--- src/rtl/neureka_binconv_column_bitserial.sv ---
`default_nettype none
// +--------------------------------------------------------------------------+
// | neureka_binconv_column_bitserial: bit-serial binconv column, shift-add   |
// | over weight slices, signed/offset modes, valid/ready result. Rev 1.0     |
// +--------------------------------------------------------------------------+
module neureka_binconv_column_bitserial #(
  parameter int COLUMN_SIZE = 9,
  parameter int QA_IN       = 8,
  parameter int QW_MAX      = 8,
  parameter int SUM_W       = QA_IN + $clog2(COLUMN_SIZE) + 1,
  parameter int ACC_W       = SUM_W + QW_MAX + 1,
  localparam int QW_W       = $clog2(QW_MAX + 1),
  localparam int BC_W       = $clog2(QW_MAX)
) (
  input  logic                         clk_i,
  input  logic                         rst_i,
  input  logic                         clear_i,
  input  logic                         start_i,
  input  logic [QW_W-1:0]              qw_i,
  input  logic                         signed_w_i,
  input  logic                         offset_mode_i,
  input  logic [3:0]                   offset_shift_i,
  input  logic [COLUMN_SIZE-1:0]       lane_en_i,
  input  logic                         act_valid_i,
  input  logic [COLUMN_SIZE*QA_IN-1:0] act_data_i,
  output logic                         act_ready_o,
  input  logic                         wt_valid_i,
  input  logic [COLUMN_SIZE-1:0]       wt_data_i,
  output logic                         wt_ready_o,
  output logic                         pres_valid_o,
  output logic [ACC_W-1:0]             pres_data_o,
  input  logic                         pres_ready_i,
  output logic                         busy_o,
  output logic [BC_W-1:0]              bit_cnt_o
);

  typedef enum logic [1:0] {S_IDLE = 2'd0, S_ACCUM = 2'd1, S_OUT = 2'd2} state_t;

  state_t                 r_state;
  logic [ACC_W-1:0]       r_acc;
  logic [BC_W-1:0]        r_bit_cnt;
  logic [BC_W-1:0]        r_qw_last;
  logic                   r_signed;
  logic                   r_offset;
  logic [3:0]             r_offset_shift;
  logic [COLUMN_SIZE-1:0] r_lane_en;

  logic [QW_W-1:0]        w_qw_eff;
  logic [BC_W-1:0]        w_qw_last;
  logic [COLUMN_SIZE-1:0] w_wbits;
  logic [SUM_W-1:0]       w_sum;
  logic [ACC_W-1:0]       w_term;
  logic [ACC_W-1:0]       w_acc_next;
  logic                   w_in_accum;
  logic                   w_is_msb;
  logic                   w_last;
  logic                   w_fire;

  // qw of 0 behaves as a single-bit job; oversize requests saturate at QW_MAX
  always_comb begin
    if (qw_i == '0)
      w_qw_eff = QW_W'(1);
    else if (qw_i > QW_W'(QW_MAX))
      w_qw_eff = QW_W'(QW_MAX);
    else
      w_qw_eff = qw_i;
    w_qw_last = BC_W'(w_qw_eff - QW_W'(1));
  end

  assign w_in_accum  = (r_state == S_ACCUM);
  assign w_is_msb    = (r_bit_cnt == r_qw_last);
  assign w_last      = r_offset | w_is_msb;
  assign act_ready_o = w_in_accum & (r_offset | wt_valid_i);
  assign wt_ready_o  = w_in_accum & ~r_offset & act_valid_i;
  assign w_fire      = w_in_accum & act_valid_i & (r_offset | wt_valid_i);

  always_comb begin
    w_wbits = r_offset ? {COLUMN_SIZE{1'b1}} : wt_data_i;
    w_sum   = '0;
    for (int i = 0; i < COLUMN_SIZE; i++) begin
      if (r_lane_en[i] & w_wbits[i])
        w_sum = w_sum + SUM_W'(act_data_i[i*QA_IN +: QA_IN]);
    end
    w_term = ACC_W'(w_sum) << r_bit_cnt;
    if (r_offset)
      w_acc_next = ACC_W'(w_sum) << r_offset_shift;
    else if (r_signed && w_is_msb)
      w_acc_next = r_acc - w_term;
    else
      w_acc_next = r_acc + w_term;
  end

  always_ff @(posedge clk_i) begin
    if (rst_i || clear_i) begin
      r_state        <= S_IDLE;
      r_acc          <= '0;
      r_bit_cnt      <= '0;
      r_qw_last      <= '0;
      r_signed       <= 1'b0;
      r_offset       <= 1'b0;
      r_offset_shift <= '0;
      r_lane_en      <= '0;
      pres_valid_o   <= 1'b0;
      pres_data_o    <= '0;
      busy_o         <= 1'b0;
    end else begin
      case (r_state)
        S_IDLE: begin
          if (start_i) begin
            r_qw_last      <= w_qw_last;
            r_signed       <= signed_w_i;
            r_offset       <= offset_mode_i;
            r_offset_shift <= offset_shift_i;
            r_lane_en      <= lane_en_i;
            r_acc          <= '0;
            r_bit_cnt      <= '0;
            r_state        <= S_ACCUM;
            busy_o         <= 1'b1;
          end
        end
        S_ACCUM: begin
          if (w_fire) begin
            r_acc     <= w_acc_next;
            r_bit_cnt <= r_bit_cnt + BC_W'(1);
            if (w_last) begin
              r_state      <= S_OUT;
              pres_valid_o <= 1'b1;
              pres_data_o  <= w_acc_next;
            end
          end
        end
        S_OUT: begin
          if (pres_ready_i) begin
            pres_valid_o <= 1'b0;
            r_state      <= S_IDLE;
            busy_o       <= 1'b0;
          end
        end
        default: begin
          r_state <= S_IDLE;
          busy_o  <= 1'b0;
        end
      endcase
    end
  end

  assign bit_cnt_o = r_bit_cnt;

endmodule
`default_nettype wire

--- config.mk ---
export PLATFORM = sky130hd
export DESIGN_NAME = neureka_binconv_column_bitserial
export DESIGN_NICKNAME = d
export VERILOG_FILES = /design/src/rtl/neureka_binconv_column_bitserial.sv
export SDC_FILE = /design/constraint.sdc
export NUM_CORES = 1
export LEC_CHECK = 0
export BUFFER_PORTS_ARGS = -buffer_cell sky130_fd_sc_hd__buf_2
export CAP_MARGIN = 40
export CORE_UTILIZATION = 61
export CTS_BUF_LIST = sky130_fd_sc_hd__clkbuf_16
export DETAILED_ROUTE_END_ITERATION = 10
export PLACE_DENSITY = 0.88
export SYNTH_ARGS = -nofsm -noshare
export SYNTH_HDL_FRONTEND = slang
export SYNTH_SLANG_ARGS = --single-unit
--- constraint.sdc ---
create_clock -name clk_i -period 17.75 [get_ports clk_i]
set_input_delay 0.8875 -clock clk_i [delete_from_list [all_inputs] [get_ports clk_i]]
set_output_delay 0.8875 -clock clk_i [all_outputs]
set_load 0.05 [all_outputs]
==> results.txt, run 1 <==
At the worst endpoint, the arrival time is 15.39 ns. In this run the cell area of the synthesized design comes to 0.0106 sq mm. STA classifies the critical path endpoint as a flip-flop. The worst setup path is of the in2reg kind.

For this configuration, the core starts out at a cell density of 63.0%. The area share of the leading cell type in the synthesized netlist was 13.1%. The number of cells on the worst reg-to-reg path works out to 65. The ratio of total power to cell area was 53.9 mW/mm^2; the largest vdd supply drop was 0.0975 mV. After layout, the minimum clock period comes to 15.17 ns. The run gives 33800 um as the wire length after detailed routing. A synthesized cell averages 6.98 sq um.

The internal power is 0.000383 W, and the final critical-path share of the clock period is 85.5%. Setup repair after global routing left no endpoint under its margin. Cells with a size suffix above 1 make up 14.0% of the layout. The slowest stage of the critical path is the sky130_fd_sc_hd__a221oi_1 cell. The tools report the number of setup buffers added after CTS as 0. The tool flagged a number of max-cap violations equal to 0. The number of design-rule violations left by the first detailed-router iteration was 1379. The number of instances on the worst hold path was 2; the data required time of the critical path was 17.97 ns.

At the pin with the least slew margin, the transition time is 0.899 ns. The logs give 2.65 ns for the reg2reg setup slack and 37.5% for the overall routing resource usage. Sequential elements use 13.1% of the synthesized area. Synthesis instantiated 101 different standard cells from the library. At the end of routability-driven placement, the weighted congestion stood at 1.01.

The cell that appears most often on the critical path is sky130_fd_sc_hd__ha_1. The width of the die came out at 134 um. The clock share of power came out at 28.8%. By count the netlist is led by sky130_fd_sc_hd__nand2_1, sky130_fd_sc_hd__nor2_1, sky130_fd_sc_hd__a21oi_1. The half-perimeter wire length after detailed placement came out at 26500 um.

The first global-routing pass estimated 54100 um of wire. The maximum fanout along the worst path works out to 10. Clock latency on the worst-skew pair, taken at its later pin, is 0.33 ns. Before antenna repair, the detailed router went through 8 iterations.

Once the clock tree was built, the resizer swapped 0 gates to a different size. The logs give 1514 for the post-synthesis cell count and 64 for the pin count of the biggest net entering global routing. In this run the remaining antenna-violating nets after routing total 0. The die covers 0.0179 sq mm.

In this run the tightest slew margin relative to its limit is 38.4%. The number of antenna violations at the first check in global routing was 0. The largest clock skew in the final design was 0.00840 ns; the number of buffers inserted by port buffering was 135. The overall power after layout is 0.000632 W. Element type at the critical path start: an input port. From bottom edge to top edge, the die measures 134 um. 136 I/O pins were placed. The tools report the standard-cell row count as 47.

The run gives 0 as the total of hold buffers inserted after clock tree synthesis. In the synthesized netlist the async set-or-reset flop fraction comes to 0%. After clock tree synthesis, the clock-pin slew on the worst setup and hold paths is 0.06 ns. The logs give 0 ns for the total negative slack for setup checks and 0.0659 GHz for the fmax. The total of endpoints with negative setup slack in the final report was 0; the buffer depth of the longest clock path was 2. TritonCTS built the clock tree.

By area the synthesized netlist is led by sky130_fd_sc_hd__dfxtp_1, sky130_fd_sc_hd__ha_1, sky130_fd_sc_hd__nand2_1, sky130_fd_sc_hd__nor2_1, sky130_fd_sc_hd__a21oi_1. The logs give 0 for the max-slew violation count and 1719 for the net count of the mapped netlist. The routed layout has 12038 vias. Clock tree synthesis inserted a total of 9 buffers.

The H-tree generated during clock tree synthesis spans 3 levels. Antenna diode instance count: 0. The number of flops mapped to enable cells by yosys is 0.

Dividing the detail-routed via count by the number of cells gives 6.58. Counting every sink on the clock net gives 69. The detail-routed net length per standard cell is 18.5 um. By instance count, the leading cell after synthesis is sky130_fd_sc_hd__nand2_1.

In the synthesized netlist the dominant register cell turns out to be sky130_fd_sc_hd__dfxtp_1. For this design the static power due to leakage is 5.01 nW. The tools report the total grt overflow as 0.

The final layout contains 1810 nets. Number of hold violations in the final report: 0. After synthesis the netlist holds a flip-flop and latch count of 69. On the worst path, the slowest cell contributes a delay of 0.76 ns.

In this run the power spent charging and discharging nets is 0.000249 W. The area added between synthesis and finish was 11.0%. The share of total power dissipated in sequential elements is 25.4%. The via count of the first global-routing pass came out at 10761. The library cell with the largest summed area after synthesis is sky130_fd_sc_hd__dfxtp_1. The run gives 0.0168 sq mm as the area inside the core boundary. Net switching is 39.4% of the power. The tightest min-delay check is of the reg2reg type. The root buffer cell chosen for the clock tree is sky130_fd_sc_hd__clkbuf_16. The DRC violation count after routing came out at 0. The number of warning messages in the yosys log was 0.

The flow ran to the end, and the final reports show no timing, DRC or antenna violations. The part of the power in combinational logic was 45.8%.
==> cell families (layout without fill, tap and decap cells) <==
group | after synthesis | in the layout | share of synthesized area [%]
compound gates | 511 | 511 | 32.1
xor+xnor | 76 | 76 | 7.34
fa+ha+maj | 99 | 99 | 12.3
buf+inv | 132 | 228 | 4.77
flops | 69 | 69 | 13.1
mux | 40 | 40 | 4.57
simple gates | 587 | 587 | 25.8
==> through the flow <==
step | instance area (sq um) | cells | setup slack [ns] | util (%) | hold slack, ns
6_report | 11700 | 1830 | 2.58 | 70.0 | 0.461
4_1_cts | 11700 | 1829 | 2.92 | 69.9 | 0.463
5_1_grt | 11700 | 1830 | 1.53 | 70.0 | 0.485
3_5_place_dp | 11400 | 1813 | 2.60 | 68.1 | 0.456
2_1_floorplan | 10600 | 1514 | 4.56 | - | 0.445
3_3_place_gp | 11300 | 1806 | 2.90 | 67.5 | 0.442
==> placed cells by master (no fill, tap or decap), types with 7 or more instances in the layout <==
cell type | netlist | layout
sky130_fd_sc_hd__a22oi_1 | 12 | 12
sky130_fd_sc_hd__buf_4 | 0 | 12
sky130_fd_sc_hd__o21ai_0 | 106 | 106
sky130_fd_sc_hd__or2_2 | 7 | 7
sky130_fd_sc_hd__nand3_1 | 40 | 40
sky130_fd_sc_hd__o31ai_1 | 12 | 12
sky130_fd_sc_hd__mux2_2 | 15 | 15
sky130_fd_sc_hd__o21a_1 | 41 | 41
sky130_fd_sc_hd__nand2b_1 | 20 | 20
sky130_fd_sc_hd__buf_2 | 1 | 135
sky130_fd_sc_hd__o21ai_1 | 17 | 17
sky130_fd_sc_hd__a41oi_1 | 7 | 7
sky130_fd_sc_hd__clkbuf_16 | 0 | 9
sky130_fd_sc_hd__nor2_1 | 182 | 181
sky130_fd_sc_hd__mux2i_1 | 19 | 19
sky130_fd_sc_hd__o31a_1 | 10 | 10
sky130_fd_sc_hd__dfxtp_1 | 69 | 68
sky130_fd_sc_hd__inv_1 | 57 | 57
sky130_fd_sc_hd__a21boi_0 | 8 | 8
sky130_fd_sc_hd__a211oi_1 | 25 | 25
sky130_fd_sc_hd__and2_1 | 19 | 19
sky130_fd_sc_hd__a21oi_1 | 123 | 123
sky130_fd_sc_hd__o211ai_1 | 12 | 12
sky130_fd_sc_hd__nand2_1 | 185 | 185
sky130_fd_sc_hd__xnor2_1 | 43 | 43
sky130_fd_sc_hd__a21o_1 | 15 | 15
sky130_fd_sc_hd__o21bai_1 | 9 | 9
sky130_fd_sc_hd__nor2b_1 | 19 | 19
sky130_fd_sc_hd__nand4_1 | 15 | 15
sky130_fd_sc_hd__or3_1 | 11 | 11
sky130_fd_sc_hd__ha_1 | 89 | 89
sky130_fd_sc_hd__nor3_1 | 47 | 47
sky130_fd_sc_hd__and3_1 | 10 | 10
sky130_fd_sc_hd__a31oi_1 | 29 | 29
sky130_fd_sc_hd__fa_1 | 9 | 9
sky130_fd_sc_hd__xor2_1 | 24 | 24
sky130_fd_sc_hd__nand3b_1 | 7 | 7
==> state kept, by name, indices dropped and copies added, names as in the netlist <==
| signal | flops |
|---|---|
| r_lane_en | 9 |
| bit_cnt_o | 3 |
| r_acc | 22 |
| pres_valid_o | 1 |
| r_qw_last | 3 |
| busy_o | 1 |
| r_state | 2 |
| r_offset | 1 |
| pres_data_o | 22 |
| r_offset_shift | 4 |
| r_signed | 1 |
==> worst max-delay path, delay by kind of cell <==
| family | cells | cell delay, ns |
|---|---|---|
| buf+inv | 6 | 0.48 |
| simple gates | 23 | 4.03 |
| fa+ha+maj | 9 | 2.82 |
| xor+xnor | 5 | 1.24 |
| compound gates | 26 | 5.94 |
==> power by group through the flow <==
stage / registers [W] / logic (W) / clock network [W]
final: 0.000160 / 0.000290 / 0.000182
after global placement: 0.000164 / 0.000269 / 0
after global routing: 0.000161 / 0.000318 / 0.000189
after floorplan: 0.000164 / 0.000204 / 0
after detailed placement: 0.000164 / 0.000278 / 0
after CTS: 0.000160 / 0.000281 / 0.000183
==> cell type report <==
type / instances / area, sq um
inverter: 60 / 225
tap: 220 / 275
fill: 1389 / 5030
timing repair buffer: 152 / 856
multi-input combinational: 1313 / 8680
sequential: 69 / 1380
clock inverter: 7 / 80.1
clock buffer: 9 / 225
==> routing by layer <==
| metal | vias to the layer above | wire length (um) | track usage, % |
|---|---|---|---|
| li1 | 5730 | - | - |
| met1 | 5525 | 14600 | 52.3 |
| met2 | 678 | 14800 | 58.3 |
| met3 | 105 | 3250 | 5.18 |
| met4 | 0 | 1130 | 14.3 |
| met5 | - | 0 | 0 |
==> path summary, 6_finish.rpt <==
check,start,to
worst max register to register,r_offset,r_acc[21]
worst min register to register,r_offset_shift[1],r_offset_shift[1]
worst max-delay path,wt_data_i[0],r_acc[21]
worst min-delay path,r_offset_shift[1],r_offset_shift[1]
Power figures use the tool's default switching activity.
==> inputs of run 2 (changes only) <==
- ABC_AREA: unset -> 1
- CORE_UTILIZATION: 61 -> 60
==> results.txt, run 2 <==
The flow ran to the end, and the final reports show no timing, DRC or antenna violations. The wire length after detailed routing was 27800 um (-18%); the DRC violation count after routing was 0 (unchanged). The total negative slack for setup checks was 0 ns (unchanged). The net count of the mapped netlist came out at 1844 (+7.3%). The cell area after synthesis is 0.00958 sq mm (-9.4%), and the total leakage power is 5.83 nW (+16%). The final critical-path share of the clock period came out at 72.6% (-13 points). The number of flops mapped to enable cells by yosys was 0 (unchanged); the largest vdd supply drop was 0.0473 mV (-51%). The final setup slack of the worst path is 4.87 ns (+2.29 ns). The standard-cell row count is 45 (-4.3%), and the detail-routed net length per standard cell is 14.1 um (-23%). The type of the worst setup path was in2reg. The non-filler instance count after layout is 1970 (+7.7%), and the data required time of the critical path is 17.98 ns (about the same). The proportion of synthesized flip-flops having asynchronous set or reset was 0% (unchanged); the first-pass GRT wire length was 44900 um (-17%).

Maximum fanout along the worst path: 8 (-2). The post-synthesis cell count came out at 1639 (+8.3%). Setup repair after global routing left no endpoint under its margin. The largest clock skew in the final design was 0.00809 ns (-0.000314 ns). The number of design-rule violations left by the first detailed-router iteration is 1060 (-23%).

Element type at the critical path start: an input port. The library cells used most frequently in the layout, excluding fill and tap cells, are sky130_fd_sc_hd__nand2_1, sky130_fd_sc_hd__inv_1, sky130_fd_sc_hd__nand3_1. For the max-cap violation count, the log shows 0 (unchanged). Among all cell types in the netlist, the one instantiated most often is sky130_fd_sc_hd__nand2_1.

The clock insertion delay at the later pin of the skew report is 0.34 ns (about the same). The logs give 0 (unchanged) for the max-slew violation count and 0 (unchanged) for the total of hold buffers inserted after clock tree synthesis. STA classifies the critical path endpoint as a flip-flop. The slew of the pin with the lowest slew margin is 0.867 ns (-0.0316 ns), and the post-cts resize count is 0 (unchanged). The overall routing resource usage came out at 33.8% (-3.7 points). TritonCTS built the clock tree. The width of the die works out to 128 um (-4.0%).

The ratio of total power to cell area works out to 61.0 mW/mm^2 (+13%). Most common library cell in the layout ignoring fill and taps: sky130_fd_sc_hd__nand2_1. The mean area per synthesized cell is 5.84 sq um (-16%), and the pin count of the biggest net entering global routing is 33 (-48%).

The average vias per placed instance was 5.57 (-15%). The buffer depth of the longest clock path is 2 (unchanged), and the count of distinct cell types in the synthesized netlist is 46 (-54%). The area added between synthesis and finish was 12.0%; the area inside the core boundary was 0.0154 sq mm (-8.3%). The worst hold-check slack came out at 0.471 ns (+0.0102 ns).

The tools report the total of endpoints with negative setup slack in the final report as 0 (unchanged). Number of nets at the end of the flow: 1955 (+8.0%). Counting instances in the post-synthesis netlist gives the leading cell types as sky130_fd_sc_hd__nand2_1, sky130_fd_sc_hd__inv_1, sky130_fd_sc_hd__nand3_1. The tools report the last weighted congestion value of the routability-driven placer as 1.00 (-0.81%).

The cell that appears most often on the critical path is sky130_fd_sc_hd__nand2_1. The logs give 0 (unchanged) for the number of warning messages in the yosys log and 14.4% (+1.4 points) for the sequential element share of the synthesized area. The tightest min-delay check is of the reg2reg type. The number of antenna violations at the first check in global routing came out at 4 (+4). The number of detailed-route iterations in the first pass came out at 6 (-2). The number of setup buffers added after CTS was 0 (unchanged); the number of sinks driven by the clock tree was 69 (unchanged). The worst setup slack before clock tree synthesis came out at 4.68 ns (+2.07 ns). For the total instance count after detailed placement, the log shows 1950 (+7.6%). Slowest library cell on the worst path: sky130_fd_sc_hd__fa_1.

Number of buffers created by CTS: 9 (unchanged). H-tree depth: 3 (unchanged). Via count of the first global-routing pass: 9732 (-9.6%).

The fmax was 0.0776 GHz (+18%). The most frequently used flop master after synthesis is sky130_fd_sc_hd__dfxtp_1. The fraction of final layout cells with drive strength greater than 1 is 14.1% (+0.16 points), and the initial core utilization is 62.3% (-0.75 points). The largest incremental delay on the critical path is 0.56 ns (-0.20 ns), and the die area is 0.0165 sq mm (-7.7%).

The tools report the post-detailed-route count of antenna-violating nets as 0 (unchanged). The tools report the number of hold violations in the final report as 0 (unchanged). The final critical-path required period came out at 12.88 ns (-2.29 ns).

The area share of the leading cell type in the synthesized netlist is 17.6% (+4.5 points). In the post-synthesis netlist, the biggest area contributors are sky130_fd_sc_hd__nand2_1, sky130_fd_sc_hd__dfxtp_1, sky130_fd_sc_hd__ha_1, sky130_fd_sc_hd__nand3_1, sky130_fd_sc_hd__inv_1. The count of boundary I/O pins is 136 (unchanged), and the register clock-pin slew on the reported worst setup and hold paths is 0.07 ns (about the same). The half-perimeter wire length after detailed placement is 22400 um (-15%), and the number of buffers inserted by port buffering is 135 (unchanged). The post-synthesis register bit count was 69 (unchanged).

The max-slew headroom at the worst pin is 42.1% (+3.7 points). For the total number of vias, the log shows 10974 (-8.8%). In the final layout, the registers with the most flip-flops are pres_data_o: 22 flops, r_acc: 22 flops, r_lane_en: 9 flops.

The run gives 0 (unchanged) as the total grt overflow. CTS placed an instance of sky130_fd_sc_hd__clkbuf_16 at the clock tree root. Of all cell types, the one taking the most synthesized area is sky130_fd_sc_hd__nand2_1.

Height of the die: 128 um (-4.0%). The worst endpoint data arrival time was 13.11 ns (-2.28 ns).
==> run 2: changes by cell type in the layout (fill, tap and decap cells not counted), sizes merged, moves of 35 or more <==
cell   before  now
nor2      183  148
nor3       49    7
nand3      41  184
inv        61  197
nand2     185  476
o21a       41    1
==> run 2: worst max-delay path, delay by kind of cell <==
kind | cells | cell delay, ns
simple gates | 39 | 4.11
fa+ha+maj | 10 | 3.81
compound gates | 12 | 2.63
buf+inv | 14 | 0.98
xor+xnor | 4 | 0.70
==> run 2: kinds of logic after synthesis <==
group / Yosys count / synth area share (%)
compound gates: 299 / 16.8
xor+xnor: 51 / 4.66
fa+ha+maj: 98 / 13.5
buf+inv: 246 / 9.79
flops: 69 / 14.4
simple gates: 876 / 40.8
==> run 2: path summary, 6_finish.rpt <==
path         cells past startpoint  slack (ns)       startpoint              end
max                             79        4.87     wt_data_i[0]  pres_data_o[21]
min                              2        0.47  pres_data_o[19]  pres_data_o[19]
max reg2reg                     78        5.07     r_lane_en[0]  pres_data_o[21]
min reg2reg                      2        0.47  pres_data_o[19]  pres_data_o[19]
==> run 2: layout make-up <==
cell class / instances / area, sq um
fillers: 1427 / 4650
well taps: 211 / 264
multi-input cells: 1324 / 7260
repair buffers: 147 / 771
diodes: 4 / 10.0
clock inverters: 7 / 62.6
inverters: 199 / 747
flip-flops and latches: 69 / 1380
clock buffers: 9 / 225
==> run 2: through the flow <==
stage	total power [W]	util (%)	instance area [sq um]
detailed placement	0.000470	67.8	10400
global route	0.000697	69.7	10700
CTS	0.000645	69.7	10700
global placement	0.000462	67.7	10400
floorplan	0.000389	-	9580
finish	0.000654	69.7	10700
==> run 2: layer usage <==
metal | share of wire [%] | GRT usage (%) | vias up
met2 | 44 | 54.5 | 471
li1 | - | - | 5630
met3 | 8.1 | 5.41 | 54
met1 | 46 | 46.0 | 4819
met5 | 0 | 0 | -
met4 | 2.3 | 10.7 | 0
==> run 2: where the power goes <==
group	internal, W	switching [W]	total, W
Sequential	0.000158	0.00000293	0.000161
Combinational	0.000113	0.000204	0.000317
Clock	0.0000976	0.0000783	0.000176
Total	0.000368	0.000286	0.000654
